===== config.mk =====
export PLATFORM = sky130hd
export DESIGN_NAME = spi_master_sched
export DESIGN_NICKNAME = d
export VERILOG_FILES = /design/src/rtl/spi_master_sched.sv
export SDC_FILE = /design/constraint.sdc
export NUM_CORES = 1
export LEC_CHECK = 0
export ABC_CLOCK_PERIOD_IN_PS = 3600
export CORE_MARGIN = 5
export CORE_UTILIZATION = 54
export DETAILED_ROUTE_END_ITERATION = 10
export GPL_TIMING_DRIVEN = 1
export PLACE_DENSITY = 0.85
export SLEW_MARGIN = 20
export SYNTH_ARGS = -nofsm -noshare
export SYNTH_HDL_FRONTEND = slang
export SYNTH_SLANG_ARGS = --single-unit

===== constraint.sdc =====
create_clock -name clk -period 3.6 [get_ports clk]
set_input_delay 0.54 -clock clk [delete_from_list [all_inputs] [get_ports clk]]
set_output_delay 0.54 -clock clk [all_outputs]
set_load 0.03 [all_outputs]

===== src/rtl/spi_master_sched.sv =====
// Two-requester SPI mode-0 master. A round-robin arbiter picks one requester
// in IDLE; the FSM then runs chip-select setup, 8*N sclk periods, hold and a
// gap before the next grant can be taken. All SPI pins and client outputs are
// driven straight from flops.
module spi_master_sched #(
  parameter int CLK_DIV = 4
) (
  input  logic        clk,
  input  logic        rst,
  input  logic [1:0]  req,
  input  logic [2:0]  len0,
  input  logic [2:0]  len1,
  input  logic [63:0] txd0,
  input  logic [63:0] txd1,
  output logic [1:0]  ack,
  output logic [63:0] rxd,
  output logic        busy,
  output logic        cs_b,
  output logic        sclk,
  output logic        mosi,
  input  logic        miso
);

  // Half-period counter wide enough to hold CLK_DIV-1.
  localparam int CW = $clog2(CLK_DIV) + 1;
  localparam logic [CW-1:0] CNT_LAST = CW'(CLK_DIV - 1);

  localparam logic [2:0] S_IDLE  = 3'd0;
  localparam logic [2:0] S_SETUP = 3'd1;
  localparam logic [2:0] S_HIGH  = 3'd2;
  localparam logic [2:0] S_LOW   = 3'd3;
  localparam logic [2:0] S_HOLD  = 3'd4;
  localparam logic [2:0] S_GAP   = 3'd5;

  // Index of the final bit of an N-byte transfer: 8*N-1, where a length
  // code of 0 means eight bytes (len-1 wraps to 7 in three bits).
  function automatic logic [5:0] last_bit_idx(input logic [2:0] len);
    logic [2:0] nm1;
    nm1 = len - 3'd1;
    return {nm1, 3'b111};
  endfunction

  logic [2:0]    state_q, state_d;
  logic [CW-1:0] cnt_q, cnt_d;
  logic [5:0]    bit_q, bit_d;
  logic [2:0]    len_q, len_d;
  logic          grant_q, grant_d;
  logic          last_q, last_d;
  logic [62:0]   tx_q, tx_d;      // bits still to send after the current one
  logic [63:0]   rx_q, rx_d;
  logic [63:0]   rxd_q, rxd_d;
  logic [1:0]    ack_q, ack_d;
  logic          busy_q, busy_d;
  logic          cs_b_q, cs_b_d;
  logic          sclk_q, sclk_d;
  logic          mosi_q, mosi_d;

  logic          grant_s;
  logic [2:0]    sel_len_s;
  logic [63:0]   sel_txd_s;
  logic          cnt_done_s;
  logic          last_bit_s;

  assign ack  = ack_q;
  assign rxd  = rxd_q;
  assign busy = busy_q;
  assign cs_b = cs_b_q;
  assign sclk = sclk_q;
  assign mosi = mosi_q;

  assign cnt_done_s = (cnt_q == CNT_LAST);
  assign last_bit_s = (bit_q == last_bit_idx(len_q));

  // Round-robin choice: favour the requester not served last time.
  always_comb begin
    grant_s = 1'b0;
    if (req[~last_q]) begin
      grant_s = ~last_q;
    end else begin
      grant_s = last_q;
    end
  end

  // Mux the winning requester's length and payload.
  always_comb begin
    sel_len_s = len0;
    sel_txd_s = txd0;
    if (grant_s) begin
      sel_len_s = len1;
      sel_txd_s = txd1;
    end else begin
      sel_len_s = len0;
      sel_txd_s = txd0;
    end
  end

  // Transaction sequencer: next state, counters, shift registers and pins.
  always_comb begin
    state_d = state_q;
    cnt_d   = cnt_q;
    bit_d   = bit_q;
    len_d   = len_q;
    grant_d = grant_q;
    last_d  = last_q;
    tx_d    = tx_q;
    rx_d    = rx_q;
    rxd_d   = rxd_q;
    ack_d   = 2'b00;
    busy_d  = busy_q;
    cs_b_d  = cs_b_q;
    sclk_d  = sclk_q;
    mosi_d  = mosi_q;

    case (state_q)
      S_IDLE: begin
        cnt_d = '0;
        if (req != 2'b00) begin
          grant_d = grant_s;
          last_d  = grant_s;
          len_d   = sel_len_s;
          tx_d    = sel_txd_s[62:0];
          mosi_d  = sel_txd_s[63];
          rx_d    = 64'd0;
          bit_d   = 6'd0;
          cs_b_d  = 1'b0;
          busy_d  = 1'b1;
          state_d = S_SETUP;
        end else begin
          state_d = S_IDLE;
        end
      end

      S_SETUP: begin
        if (cnt_done_s) begin
          cnt_d   = '0;
          sclk_d  = 1'b1;
          rx_d    = {rx_q[62:0], miso};
          state_d = S_HIGH;
        end else begin
          cnt_d = cnt_q + CW'(1);
        end
      end

      S_HIGH: begin
        if (cnt_done_s) begin
          cnt_d  = '0;
          sclk_d = 1'b0;
          if (last_bit_s) begin
            // Final bit: leave mosi where it is through the hold period.
            state_d = S_HOLD;
          end else begin
            bit_d   = bit_q + 6'd1;
            mosi_d  = tx_q[62];
            tx_d    = {tx_q[61:0], 1'b0};
            state_d = S_LOW;
          end
        end else begin
          cnt_d = cnt_q + CW'(1);
        end
      end

      S_LOW: begin
        if (cnt_done_s) begin
          cnt_d   = '0;
          sclk_d  = 1'b1;
          rx_d    = {rx_q[62:0], miso};
          state_d = S_HIGH;
        end else begin
          cnt_d = cnt_q + CW'(1);
        end
      end

      S_HOLD: begin
        if (cnt_done_s) begin
          cnt_d  = '0;
          cs_b_d = 1'b1;
          mosi_d = 1'b0;
          rxd_d  = rx_q;
          if (grant_q) begin
            ack_d = 2'b10;
          end else begin
            ack_d = 2'b01;
          end
          state_d = S_GAP;
        end else begin
          cnt_d = cnt_q + CW'(1);
        end
      end

      S_GAP: begin
        if (cnt_done_s) begin
          cnt_d   = '0;
          busy_d  = 1'b0;
          state_d = S_IDLE;
        end else begin
          cnt_d = cnt_q + CW'(1);
        end
      end

      default: begin
        cnt_d   = '0;
        busy_d  = 1'b0;
        cs_b_d  = 1'b1;
        sclk_d  = 1'b0;
        mosi_d  = 1'b0;
        state_d = S_IDLE;
      end
    endcase
  end

  // State and output registers with synchronous reset; cs_b rises at once.
  always_ff @(posedge clk) begin
    if (rst) begin
      state_q <= S_IDLE;
      cnt_q   <= '0;
      bit_q   <= 6'd0;
      len_q   <= 3'd0;
      grant_q <= 1'b0;
      last_q  <= 1'b1;
      tx_q    <= 63'd0;
      rx_q    <= 64'd0;
      rxd_q   <= 64'd0;
      ack_q   <= 2'b00;
      busy_q  <= 1'b0;
      cs_b_q  <= 1'b1;
      sclk_q  <= 1'b0;
      mosi_q  <= 1'b0;
    end else begin
      state_q <= state_d;
      cnt_q   <= cnt_d;
      bit_q   <= bit_d;
      len_q   <= len_d;
      grant_q <= grant_d;
      last_q  <= last_d;
      tx_q    <= tx_d;
      rx_q    <= rx_d;
      rxd_q   <= rxd_d;
      ack_q   <= ack_d;
      busy_q  <= busy_d;
      cs_b_q  <= cs_b_d;
      sclk_q  <= sclk_d;
      mosi_q  <= mosi_d;
    end
  end

endmodule


==> out/metrics.cfg <==
[sta]
slew_violations=0
layout_min_cycle_time_ns=2.608
rsz0062_at_grt=false
fmax_ghz=0.3834
setup-violations-final=0
setup_tns_ns=0
fin_skew_ns=0.009205
slew_headroom=0.4156
finalHoldViolations=0
period_share=0.7246
worst_pin_slew_ns=0.8766
setup_slack_ns=0.9916

[grt]
grt_start_max_net_pins=122
grt_pass1_vias=7633
overflow=0
grt_usage=0.2141
grt_pass1_wl_um=36000
antenna_found_initial=0

[synthesis]
yosys.area.top_type_share=0.4738
syn_avg_cell_area_sq_um=8.058
synth-seq-cells=214
synth_area_leaders=dfxtp_1 (47%), nand2_1 (11%), a21oi_1 (11%)
synth_fp_nets=1265
synth.distinct_cells=39
yosysTopAreaCell=dfxtp_1
syn-instance-count=1122
yosysWarnings=0
ys_seq_area_frac=0.4738
syn_area_sq_mm=0.009041

[power]
swShare=0.2261
power_uw=5440
ir_drop_v=0.0003021
pwr-share-seq=0.456
leakage_uw=0.004481
combPwrFrac=0.115
powerDensity_mw_per_mm2=452.5
internal_power_uw=4210
p_switching_uw=1230
p_clk_frac=0.430

[clocking]
cts_setup_buffers=0
cts_buffers=22
clkTransAtPathRegs_ns=0.06
clockBufferDepth=3
cts.repair.resized=0
cts.hold.buffers_added=0
insertion_delay_ns=0.49
root_buffer=clkbuf_16
cts_sinks=214
htree_levels=1
cts_tree=yes

[placement]
post-place-ws_ns=0.7529
dp_hpwl_um=14700
place_congestion=0.7876
port-buffer-count=208

[worst_setup_path]
r2r_end=tx_q[34]
slowest_delay_ns=0.58
critPathKind=flop to flop
reg2reg_depth=8
cp_cell_sequence=inv_1 -> ha_1 -> xor3_1 -> o41a_1 -> nor2_4 -> buf_12 -> a211o_1 -> a21oi_1
rrSetupSlack_ns=0.99
end_kind=flop
arrival_ns=2.93
cp_max_fo=64
crit_required_ns=3.93
reg2reg_from=len_q[0]
crit_path_start_kind=flop
slowest_stage=o41a_1

[flow_run]
cap_violations=0

[final_layout]
fin_nets=1419
drive_gt1_frac=0.05349
n_fill_cell=1284
area.growth.synth_to_final_pct=32.98
antenna_cells=0

[floorplanning]
core_sq_mm=0.01652
start_util=0.5471
fp-row-count=47
die_y_um=139.4
die-area_sq_mm=0.01943
design.portCount=209
fp.dieW_um=139.4

[routing]
route.detailed.drc=0
drtPass1Iterations=5
ant_nets=0
via_per_inst=5.432
drt_wl_total_um=21870
dr.first_iter.drc_count=591
wire_per_inst_um=14.49
vias=8203

[hold_path]
min-delay-start=cnt_q[0]
hp-class=flop to flop
holdPathEnd=cnt_q[0]
hold_depth=1

[status]
status=completed

routing by layer:
layer | part of all wire | global-route usage
met5 | 0 | 0
met2 | 0.51 | 0.3804
met1 | 0.42 | 0.2669
met3 | 0.042 | 0.02882
met4 | 0.028 | 0.07415
cell usage after synthesis:
cell      instances
o21ai_1           2
nand2b_1          2
o311a_1           1
dfxtp_1         214
mux2_2            1
nor2_2            1
mux2i_1          67
nand2_1         274
a41o_1            1
a2111o_1          1
o21a_1            1
and4bb_2          1
a21oi_1         198
nor4_4            1
and2_1            3
o41a_1            1
nor3_1            6
nor4_1            1
xnor2_1           2
nand3b_1          3
a211oi_1          4
o21ai_0           6
nand3_1          68
inv_1             4
buf_4             8
o31a_1            2
buf_1             5
xor3_1            1
nor2b_1           3
or4_1             1
and3_1            1
buf_2            16
ha_1              4
clkbuf_1         69
a22oi_1           2
a31oi_1           2
a211o_1          63
nor3b_1           1
nor2_1           81
power by group through the flow:
stage / Sequential (uW) / Clock, uW / Combinational [uW]
after floorplan: 2520 / 0 / 374
after global placement: 2530 / 0 / 614
after detailed placement: 2530 / 0 / 626
after CTS: 2480 / 2390 / 629
after global routing: 2490 / 2490 / 681
final: 2480 / 2340 / 624
placed cells by master (no fill, tap or decap), types with 2 or more instances in the layout:
cell	count
clkinv_2	3
buf_4	14
nand3_1	68
ha_1	4
buf_12	6
nand2_2	2
o21ai_0	6
dfxtp_1	214
clkbuf_8	7
nand3b_1	3
nor2b_1	2
nand2_1	271
a211o_1	63
nor2_1	81
clkdlybuf4s50_1	207
inv_1	4
a22oi_1	2
mux2i_1	67
o31a_1	2
clkbuf_16	23
a31oi_1	2
bufinv_16	2
a211oi_1	4
nor3_1	6
nand2b_1	2
xnor2_1	2
and2_1	2
a21oi_1	197
stage by stage:
stage,util,hold WS [ns],instance area (sq um),instances
5_1_grt,0.7276,0.4631,12020,1510
3_3_place_gp,0.6812,0.4087,11260,1472
4_1_cts,0.7276,0.4298,12020,1510
6_report,0.7276,0.4260,12020,1510
3_5_place_dp,0.6812,0.4216,11260,1472
2_1_floorplan,-,0.3988,9041,1122
state kept, by name, indices dropped and copies added (netlist names), 2 cells and up:
name and flops:
rx_q 64, rxd 64, tx_q 63, bit_q 6
cnt_q 3, len_q 3, state_q 3, ack 2
worst max path at each step:
stage | startpoint | to | slack [ns] | cells after the start
after floorplan | len_q[0] | tx_q[53] | 1.55 | 9
after global placement | req[1] | rx_q[3] | 0.84 | 7
after detailed placement | req[1] | rx_q[33] | 0.75 | 7
after CTS | len_q[0] | tx_q[24] | 0.99 | 8
after global routing | len_q[0] | tx_q[21] | 0.78 | 8
final | len_q[0] | tx_q[34] | 0.99 | 8
cell type report:
type | count | area, sq um | share of cell area
Multi-Input combinational cell | 806 | 4373 | 0.3637
Sequential cell | 214 | 4284 | 0.3563
Timing Repair Buffer | 228 | 2308 | 0.1920
Clock buffer | 31 | 675.6 | 0.05620
Tap cell | 220 | 275.3 | 0.02290
Clock inverter | 7 | 91.34 | 0.007597
Inverter | 4 | 15.01 | 0.001249
worst max-delay path, delay by kind of cell (launching register included):
kind | cells | cell delay [ns]
XOR/XNOR | 1 | 0.19
adder cells (fa/ha/maj) | 1 | 0.20
buffers and inverters | 2 | 0.39
flip-flops | 1 | 0.36
AO/OA/AOI/OAI | 3 | 0.78
AND/OR/NAND/NOR | 1 | 0.50
cells by family after synthesis:
logic type	synth area share
and+or+nand+nor	0.2038
AOI/OAI and AO/OA	0.1889
DFF	0.4738
buffers and inverters	0.04788
muxes	0.07542
adders and majority gates	0.005536
xor gates and xnor gates	0.004567
No activity file was read; power rests on OpenSTA's default activity.
